### src/rtl/cost_calculator.sv
// Squared-error cost between a one-hot digit label and ten 4-bit Q1.3 weights.
// One digit is accumulated per clock after a start pulse; the result is held until the next completion.
module cost_calculator (
  input  logic            clk,
  input  logic            n_rst,
  input  logic            cost_en,
  input  logic [0:9]      expected_label,
  input  logic [0:9][3:0] digit_weights,
  output logic            calculation_complete,
  output logic [7:0]      cost_output
);

  localparam int unsigned NUM_DIGITS = 10;
  localparam logic [3:0]  LAST_IDX   = 4'(NUM_DIGITS);

  typedef enum logic [1:0] {
    IDLE,
    CALC,
    DONE
  } state_e;

  state_e            state_q, state_d;
  logic [3:0]        idx_q, idx_d;
  logic [7:0]        acc_q, acc_d;
  logic [7:0]        cost_q, cost_d;
  logic [0:9]        label_q, label_d;
  logic [0:9][3:0]   weights_q, weights_d;

  logic              cur_label;
  logic [3:0]        cur_weight;
  logic [3:0]        target;
  logic [3:0]        diff;
  logic [7:0]        diff_w;
  logic [7:0]        sq;
  logic [3:0]        term;

  // Per-digit term from the latched copies; idx 10 is the settle cycle and selects nothing.
  always_comb begin
    cur_label  = 1'b0;
    cur_weight = '0;
    for (int unsigned i = 0; i < NUM_DIGITS; i++) begin
      if (idx_q == 4'(i)) begin
        cur_label  = label_q[i];
        cur_weight = weights_q[i];
      end
    end
    target = {cur_label, 3'b000};
    diff   = (target >= cur_weight) ? (target - cur_weight) : (cur_weight - target);
    diff_w = {4'b0000, diff};
    sq     = diff_w * diff_w;
    term   = 4'(sq >> 3);
  end

  always_ff @(posedge clk or negedge n_rst) begin
    if (!n_rst) begin
      state_q   <= IDLE;
      idx_q     <= '0;
      acc_q     <= '0;
      cost_q    <= '0;
      label_q   <= '0;
      weights_q <= '0;
    end else begin
      state_q   <= state_d;
      idx_q     <= idx_d;
      acc_q     <= acc_d;
      cost_q    <= cost_d;
      label_q   <= label_d;
      weights_q <= weights_d;
    end
  end

  always_comb begin
    state_d   = state_q;
    idx_d     = idx_q;
    acc_d     = acc_q;
    cost_d    = cost_q;
    label_d   = label_q;
    weights_d = weights_q;
    unique case (state_q)
      IDLE: begin
        if (cost_en) begin
          label_d   = expected_label;
          weights_d = digit_weights;
          acc_d     = '0;
          idx_d     = '0;
          state_d   = CALC;
        end
      end
      CALC: begin
        if (idx_q == LAST_IDX) begin
          cost_d  = acc_q;
          state_d = DONE;
        end else begin
          acc_d = acc_q + {4'b0000, term};
          idx_d = idx_q + 4'd1;
        end
      end
      DONE: begin
        state_d = IDLE;
      end
      default: begin
        state_d = IDLE;
      end
    endcase
  end

  always_comb begin
    calculation_complete = (state_q == DONE);
    cost_output          = cost_q;
  end

endmodule

### config.mk
export PLATFORM = sky130hd
export DESIGN_NAME = cost_calculator
export DESIGN_NICKNAME = d
export VERILOG_FILES = /design/src/rtl/cost_calculator.sv
export SDC_FILE = /design/constraint.sdc
export NUM_CORES = 1
export LEC_CHECK = 0
export CAP_MARGIN = 20
export CORE_AREA = 4 4 111 113
export CTS_CLUSTER_DIAMETER = 80
export CTS_CLUSTER_SIZE = 10
export DETAILED_ROUTE_END_ITERATION = 10
export DIE_AREA = 0 0 115 117
export GPL_TIMING_DRIVEN = 0
export PLACE_DENSITY = 0.53
export SLEW_MARGIN = 25
export SYNTH_ARGS = -nofsm -noshare
export SYNTH_HDL_FRONTEND = slang
export SYNTH_SLANG_ARGS = --single-unit
### constraint.sdc
create_clock -name clk -period 5.5 [get_ports clk]
set_input_delay 1.375 -clock clk [delete_from_list [all_inputs] [get_ports clk]]
set_output_delay 1.375 -clock clk [all_outputs]
set_load 0.1 [all_outputs]
Word level (Yosys, flattened, before mapping)
Index checks and enable logic that the tools add are counted.

Flip-flop bits (word level): 72. Logic and storage cells: 73. Output and inout bits: 9.

Equality and inequality tests: 15. Reductions and logical operators: 7. Order comparisons: 1. Mux-type cells: 30. Multiply operators: 1. Add/sub/neg operators: 4.

Operators by type and width (number): 4-bit two-way mux (13); 4-bit by 3-bit == test with 1-bit output, second input constant (4); 8-bit two-way mux (2); 8-bit one-hot mux with 2 select lines (1); 4-bit == test, second input constant (3); 1-bit two-way mux (10); 8-bit by 4-bit adder with 8-bit output (1); 4-bit by 2-bit == test with 1-bit output, second input constant (2); 4-bit one-hot mux with 2 select lines (1); 4-bit subtractor (2); 4-bit by 4-bit multiplier with 7-bit output (1); 2-bit != test, second input constant (3); 2-bit AND reduction (3); 4-bit by 1-bit adder with 4-bit output, second input constant (1); 4-bit by 1-bit == test with 1-bit output, second input constant (1); 4-bit >= comparator (1); 4-bit logical NOT (1); 2-bit two-way mux (2); 2-bit one-hot mux with 2 select lines (1); 3-bit AND reduction (1); 2-bit by 1-bit == test with 1-bit output, second input constant (1); 2-bit == test, second input constant (1); 2-bit logical NOT (1); 2-bit nonzero test (1).

Depth between registers and ports, before layout
Gate-level depths: netlist of the first run.

Depth after elaboration: 17. Depth in mapped cells: 33. Gate-level depth less buffers: 31.

Worst setup path after synthesis of the first run
Ideal clock, no wire load.

Kind: register to register. From: register idx_q[0]. To: register acc_q[7]. Cell stages (with the launch flop): 32. Library setup time: 0.078 ns. Slack: -0.182 ns. Data required time: 5.422 ns. Clock period less this slack: 5.682 ns. Data arrival time: 5.604 ns. Cell sequence: dfrtp_1 > inv_1 > ha_1 > buf_2 > clkbuf_1 > or3_1 > a21oi_1 > o211ai_1 > o211ai_1 > o21ai_0 > ha_1 > nand2_1 > or2_2 > nor2_1 > a211oi_2 > mux2i_1 > inv_1 > nor2_1 > ha_1 > a21o_1 > a21oi_1 > inv_1 > and4_1 > mux2i_1 > nand4_1 > nor4b_1 > ha_1 > inv_1 > o21ai_0 > nand3_1 > or3_1 > a21oi_1.

Longest elaborated chain between the ends: 17.

Ends and longest elaborated chain: start: declaration (line 23) `logic [3:0] idx_q, idx_d;`; start signal: assignment (line 64) `idx_q <= idx_d;`; 4-bit logical NOT (line 42) `if (idx_q == 4'(i)) begin`; 4-bit two-way mux or 1-bit two-way mux (tied branches) (10 in a row) (line 42); 4-bit subtractor or 4-bit >= comparator (tied branches) (line 48) `diff = (target >= cur_weight) ? (target - cur_weight) : (cur_weight - target);`; 4-bit two-way mux (line 48); 4-bit by 4-bit multiplier with 7-bit output (line 50) `sq = diff_w * diff_w;`; 8-bit by 4-bit adder with 8-bit output (line 94) `acc_d = acc_q + {4'b0000, term};`; 8-bit two-way mux (line 90) `if (idx_q == LAST_IDX) begin`; 8-bit one-hot mux with 2 select lines (line 79) `unique case (state_q)`; end signal: assignment (line 58) `acc_q <= '0;`; end signal: assignment (line 65) `acc_q <= acc_d;`; end: declaration (line 24) `logic [7:0] acc_q, acc_d;`.

Parallel ways exist; a longest one is shown, timed or not. The select of a mux whose other input is x is not followed. A chain may end at the register's enable or synchronous reset.

Worst setup path in the final report of the first run
From: register idx_q[0]. To: register acc_q[4].

The elaborated chain is that of the path after synthesis.

==> summary.txt, run 1 <==
status = finished, violations left
failing checks = setup timing
Main synth FF type = dfrtp_1
worst path bufs/invs = 6
largest net degree at the start of global routing = 43
dpl cells = 570
CTS Root Cell = clkbuf_16
register area share after synthesis = 0.462
Yosys warning count = 0
synthesis-to-layout area growth = 41.9%
initial antenna violation count = 0
share of layout cells above drive strength 1 = 0.317
r2r startpoint = idx_q[0]$_DFFE_PN0P_
worst min path class = flip-flop to flip-flop
Worst path most repeated cell = ha_1
Worst path max stage delay = 470 ps
Fmax achieved = 174 MHz
Starting Density = 0.344
CP max FO = 5
filler cell count = 1,102
# IOs = 62
Antenna Cells = 0
final core occ = 0.488
startpoint types = flip-flop
top post-synthesis cells by area = dfrtp_1 (46%), mux2_2 (16%), ha_1 (4.2%)
Slew Limit Headroom = 0.356
DRT Pass-1 Iters = 4
post-synth top area share = 0.462
clk slew on worst S/H paths = 60 ps
Post-synth EDFFs = 0
CP top delay family = simple AND/OR/NAND/NOR gates
Hold Path Origin = label_q[9]$_DFFE_PN0P_
Worst Skew = 8.07 ps
crit path kind = flip-flop to flip-flop
Syn Nets = 432
vias in the first global route = 3,398
cts bufs inserted = 9
Remaining Overflow, GRT = 0
crit path from = idx_q[0]$_DFFE_PN0P_
Worst-Margin Slew = 964 ps
CTS tree = yes
Max-cap violations = 0
Hold Vio Cnt, Final = 0
Final GP Congestion = 0.791
Cell Area, Synth = 0.00390 mm^2
die width = 115 um
Vert. Die Dim = 117 um
Routed WL per cell = 16.9 um
FF+latch count, synth = 72
FFs w/ async S/R, synth = 1.00
worst endpoint required time = 5700 ps
Final Worst Setup Slack = -241 ps
CP Capture Type = flip-flop
cell count after synthesis = 365
Final nets = 540
residual DRC count = 0
Cell Rows = 39
Die ar. = 0.0135 mm^2
DR iter-0 viols = 100
Setup WS pre-CTS = -976 ps
total global routing track utilization = 0.161
Netlist cell types = 57
Detailed Place HPWL = 7050 um
fin crit share = 1.04
clk_lat worst skew = 330 ps
fin cells = 620
Synth Area per Inst = 10.7 um^2
Port Buffer Count = 61
DRT antenna net count = 0
fin crit period = 5740 ps
CP arrival = 5940 ps
via count = 3,219
Min Hold Slack = 506 ps
CTS Buffer Depth = 2
RSZ-0062 raised after global routing = yes
Worst path slowest cell = dfrtp_2
Yosys top cell by area = dfrtp_1
synth cell count leaders = dfrtp_1 (72), mux2_2 (54), nand2_1 (27)
WL final = 10,500 um
H-tree depth = 3
Vias/cell = 5.19
count leader, synth = dfrtp_1
Sink Count = 72
Core Region = 0.0113 mm^2
fin. max-slew vios = 0
Setup-failing EPs final = 5
first-pass GRT wire length = 17,000 um
[cell type report]
type / count / area [um^2] / area share
buffer: 19 / 158 / 0.0285
clock buffer: 10 / 239 / 0.0432
clock inverter: 5 / 104 / 0.0188
inverter: 20 / 80.1 / 0.0145
multi-input combinational: 253 / 2060 / 0.372
sequential: 72 / 1800 / 0.326
tap: 143 / 179 / 0.0324
timing repair buffer: 98 / 906 / 0.164
[per-layer routing]
layer,vias up,track usage,share of wire
met5,-,0,0
met4,0,0.0649,0.028
met3,17,0.0314,0.033
met2,67,0.271,0.49
met1,1620,0.204,0.45
li1,1515,-,-
[worst register-to-register path, delay by kind of cell, from the launching register on]
kind                       cells  cell delay (ps)
and+or+nand+nor                9             1490
AOI/OAI and AO/OA              9             1330
adders and majority gates      4             1130
buffers and inverters          6              620
DFF                            1              470
muxes                          2              470
xor gates and xnor gates       1              130
[kinds of logic after synthesis]
group,share of synthesized area
fa+ha+maj,0.0469
buf+inv,0.0453
mux,0.164
simple gates,0.124
xor+xnor,0.0202
flops,0.462
compound gates,0.137
[metrics by stage]
| stage | area [um^2] | setup TNS, ps |
|---|---|---|
| after detailed placement | 4730 | -3760 |
| after CTS | 5460 | -554 |
| after global routing | 5530 | -2740 |
| final | 5530 | -896 |
| after floorplan | 3910 | 0 |
| after global placement | 4700 | -3440 |
[final timing paths]
| check | endpoint | slack [ps] | cells past startpoint |
|---|---|---|---|
| min in group asynchronous | cost_output[2]$_DFFE_PN0P_ | 980 | 1 |
| worst max register to register | acc_q[4]$_DFFE_PN0P_ | -240 | 31 |
| max in group asynchronous | weights_q[14]$_DFFE_PN0P_ | 3960 | 2 |
| worst max-delay path | acc_q[4]$_DFFE_PN0P_ | -240 | 31 |
| worst min-delay path | label_q[9]$_DFFE_PN0P_ | 510 | 1 |
| worst min register to register | label_q[9]$_DFFE_PN0P_ | 510 | 1 |
[sequential cells by signal, summed over array words and instances (netlist names)]
register	flops
cost_output	8
state_q	2
weights_q	40
acc_q	8
idx_q	4
label_q	10
[repair_timing]
item,4_1_cts,5_1_grt
endpoints found under the setup margin,5,5
buffers inserted,33,4
endpoints found under the hold margin,0,0
resized for setup,42,12
pin swaps,20,14
hold buffers,0,0
[layout by cell type, fill, tap and decap left out, types with 7 or more instances in the layout]
master | synthesis | layout
a21oi_1 | 24 | 20
buf_4 | 1 | 39
clkbuf_1 | 11 | 8
clkbuf_16 | 0 | 10
clkdlybuf4s50_1 | 0 | 60
dfrtp_1 | 72 | 70
ha_1 | 13 | 8
inv_1 | 20 | 16
mux2_2 | 54 | 54
nand2_1 | 27 | 26
nor2_1 | 18 | 17
nor2b_1 | 7 | 7
o21ai_0 | 21 | 14
Power of run 1 is not shown: default switching activity piles up to over one toggle a cycle in this logic, so the estimate is an artifact.
==> run 2: changes to the inputs <==
--- a/config.mk
+++ b/config.mk
@@ -5,7 +5,6 @@
 export SDC_FILE = /design/constraint.sdc
 export NUM_CORES = 1
 export LEC_CHECK = 0
-export CAP_MARGIN = 20
 export CORE_AREA = 4 4 111 113
 export CTS_CLUSTER_DIAMETER = 80
 export CTS_CLUSTER_SIZE = 10
@@ -13,6 +12,7 @@
 export DIE_AREA = 0 0 115 117
 export GPL_TIMING_DRIVEN = 0
 export PLACE_DENSITY = 0.53
+export SKIP_CTS_REPAIR_TIMING = 1
 export SLEW_MARGIN = 25
 export SYNTH_ARGS = -nofsm -noshare
 export SYNTH_HDL_FRONTEND = slang
==> summary.txt, run 2 (synthesized netlist as in run 1, its figures left out) <==
startpoint types = flip-flop (unchanged)
Vias/cell = 5.17 (was 5.19)
synthesis-to-layout area growth = 39.2% (was 41.9%)
Hold Vio Cnt, Final = 0 (unchanged)
Final nets = 524 (was 540)
dpl cells = 570 (unchanged)
CP Capture Type = flip-flop (unchanged)
fin crit share = 1.03 (was 1.04)
Cell Rows = 39 (unchanged)
Max-cap violations = 0 (unchanged)
status = finished, violations left (unchanged)
Core Region = 0.0113 mm^2 (unchanged)
# IOs = 62 (unchanged)
Largest register FFs = 40 (unchanged)
first-pass GRT wire length = 15,700 um (was 17,000 um)
H-tree depth = 3 (unchanged)
fin. max-slew vios = 0 (unchanged)
CTS Buffer Depth = 2 (unchanged)
Fmax achieved = 177 MHz (was 174 MHz)
RSZ-0062 raised after global routing = yes (unchanged)
cts bufs inserted = 9 (unchanged)
Worst path slowest cell = dfrtp_2 (unchanged)
Worst path most repeated cell = ha_1 (unchanged)
worst path bufs/invs = 6 (unchanged)
Remaining Overflow, GRT = 0 (unchanged)
worst endpoint required time = 5750 ps (was 5700 ps)
CP top delay family = simple AND/OR/NAND/NOR gates (unchanged)
crit path kind = flip-flop to flip-flop (unchanged)
die width = 115 um (unchanged)
CTS tree = yes (unchanged)
Worst Skew = 6.48 ps (was 8.07 ps)
residual DRC count = 0 (unchanged)
failing checks = setup timing (unchanged)
Worst-Margin Slew = 964 ps (about the same)
initial antenna violation count = 0 (unchanged)
Final GP Congestion = 0.791 (unchanged)
CP max FO = 6 (was 5)
filler cell count = 1,107 (was 1,102)
Port Buffer Count = 61 (unchanged)
total global routing track utilization = 0.149 (was 0.161)
DR iter-0 viols = 148 (was 100)
Die ar. = 0.0135 mm^2 (unchanged)
vias in the first global route = 3,141 (was 3,398)
worst min path class = flip-flop to flip-flop (unchanged)
DRT antenna net count = 0 (unchanged)
Final Worst Setup Slack = -160 ps (was -241 ps)
clk slew on worst S/H paths = 60 ps (about the same)
DRT Pass-1 Iters = 4 (unchanged)
CP arrival = 5910 ps (was 5940 ps)
Largest regs = weights_q x40, label_q x10 (unchanged)
Top reg by flops = weights_q (unchanged)
most frequent cells in the layout = dfrtp_1 (70), clkdlybuf4s50_1 (60), mux2_2 (54) (unchanged)
fin cells = 604 (was 620)
via count = 3,121 (was 3,219)
Slew Limit Headroom = 0.356 (about the same)
largest net degree at the start of global routing = 43 (unchanged)
Setup-failing EPs final = 4 (was 5)
WL final = 10,000 um (was 10,500 um)
Routed WL per cell = 16.6 um (was 16.9 um)
clk_lat worst skew = 330 ps (about the same)
Starting Density = 0.344 (unchanged)
Worst path max stage delay = 470 ps (about the same)
Antenna Cells = 0 (unchanged)
share of layout cells above drive strength 1 = 0.293 (was 0.317)
Detailed Place HPWL = 7050 um (unchanged)
CTS Root Cell = clkbuf_16 (unchanged)
fin crit period = 5660 ps (was 5740 ps)
commonest non-fill, non-tap cell in the layout = dfrtp_1 (unchanged)
Vert. Die Dim = 117 um (unchanged)
Sink Count = 72 (unchanged)
[run 2: changes by cell type in the layout (fill, tap and decap cells not counted), sizes merged]
cell | before | now
clkbuf | 20 | 18
buf | 47 | 33
[run 2: final timing paths]
check	from	endpoint	slack (ps)	cells after the start
setup / recovery	idx_q[0]$_DFFE_PN0P_	acc_q[7]$_DFFE_PN0P_	-160	31
hold / removal	label_q[9]$_DFFE_PN0P_	label_q[9]$_DFFE_PN0P_	500	1
setup reg to reg	idx_q[0]$_DFFE_PN0P_	acc_q[7]$_DFFE_PN0P_	-160	31
hold reg to reg	label_q[9]$_DFFE_PN0P_	label_q[9]$_DFFE_PN0P_	500	1
max in group asynchronous	n_rst	idx_q[0]$_DFFE_PN0P_	3950	2
min in group asynchronous	n_rst	cost_output[2]$_DFFE_PN0P_	980	1
[run 2: layer usage]
layer / GRT usage / share of wire
met1: 0.193 / 0.46
met2: 0.247 / 0.49
met3: 0.0314 / 0.029
met4: 0.0509 / 0.018
met5: 0 / 0
[run 2: stage by stage]
stage               worst slack [ps]  hold WS [ps]  setup TNS (ps)  cell area, um^2  utilization
floorplan                       6.44           466               0             3910            -
global placement                -906           486           -3440             4700        0.415
detailed placement              -976           494           -3760             4730        0.418
CTS                            -1020           506           -3940             5070        0.448
global route                    -557           521           -2320             5430        0.479
finish                          -160           504            -588             5430        0.479
[run 2: layout make-up]
class	instances	area [um^2]	area share
tap	143	179	0.0330
sequential	72	1800	0.333
clock inverter	5	104	0.0191
timing repair buffer	82	786	0.145
multi-input combinational	253	2080	0.384
clock buffer	10	239	0.0440
buffer	19	153	0.0281
inverter	20	80.1	0.0148
[run 2: worst reg2reg max path, delay by kind of cell (launching register included)]
family / cells / cell delay [ps]
DFF: 1 / 470
and+or+nand+nor: 10 / 1810
adders and majority gates: 4 / 1000
buffers and inverters: 6 / 520
AOI/OAI and AO/OA: 9 / 1340
muxes: 2 / 460
Power of run 2 is left out for the same reason.
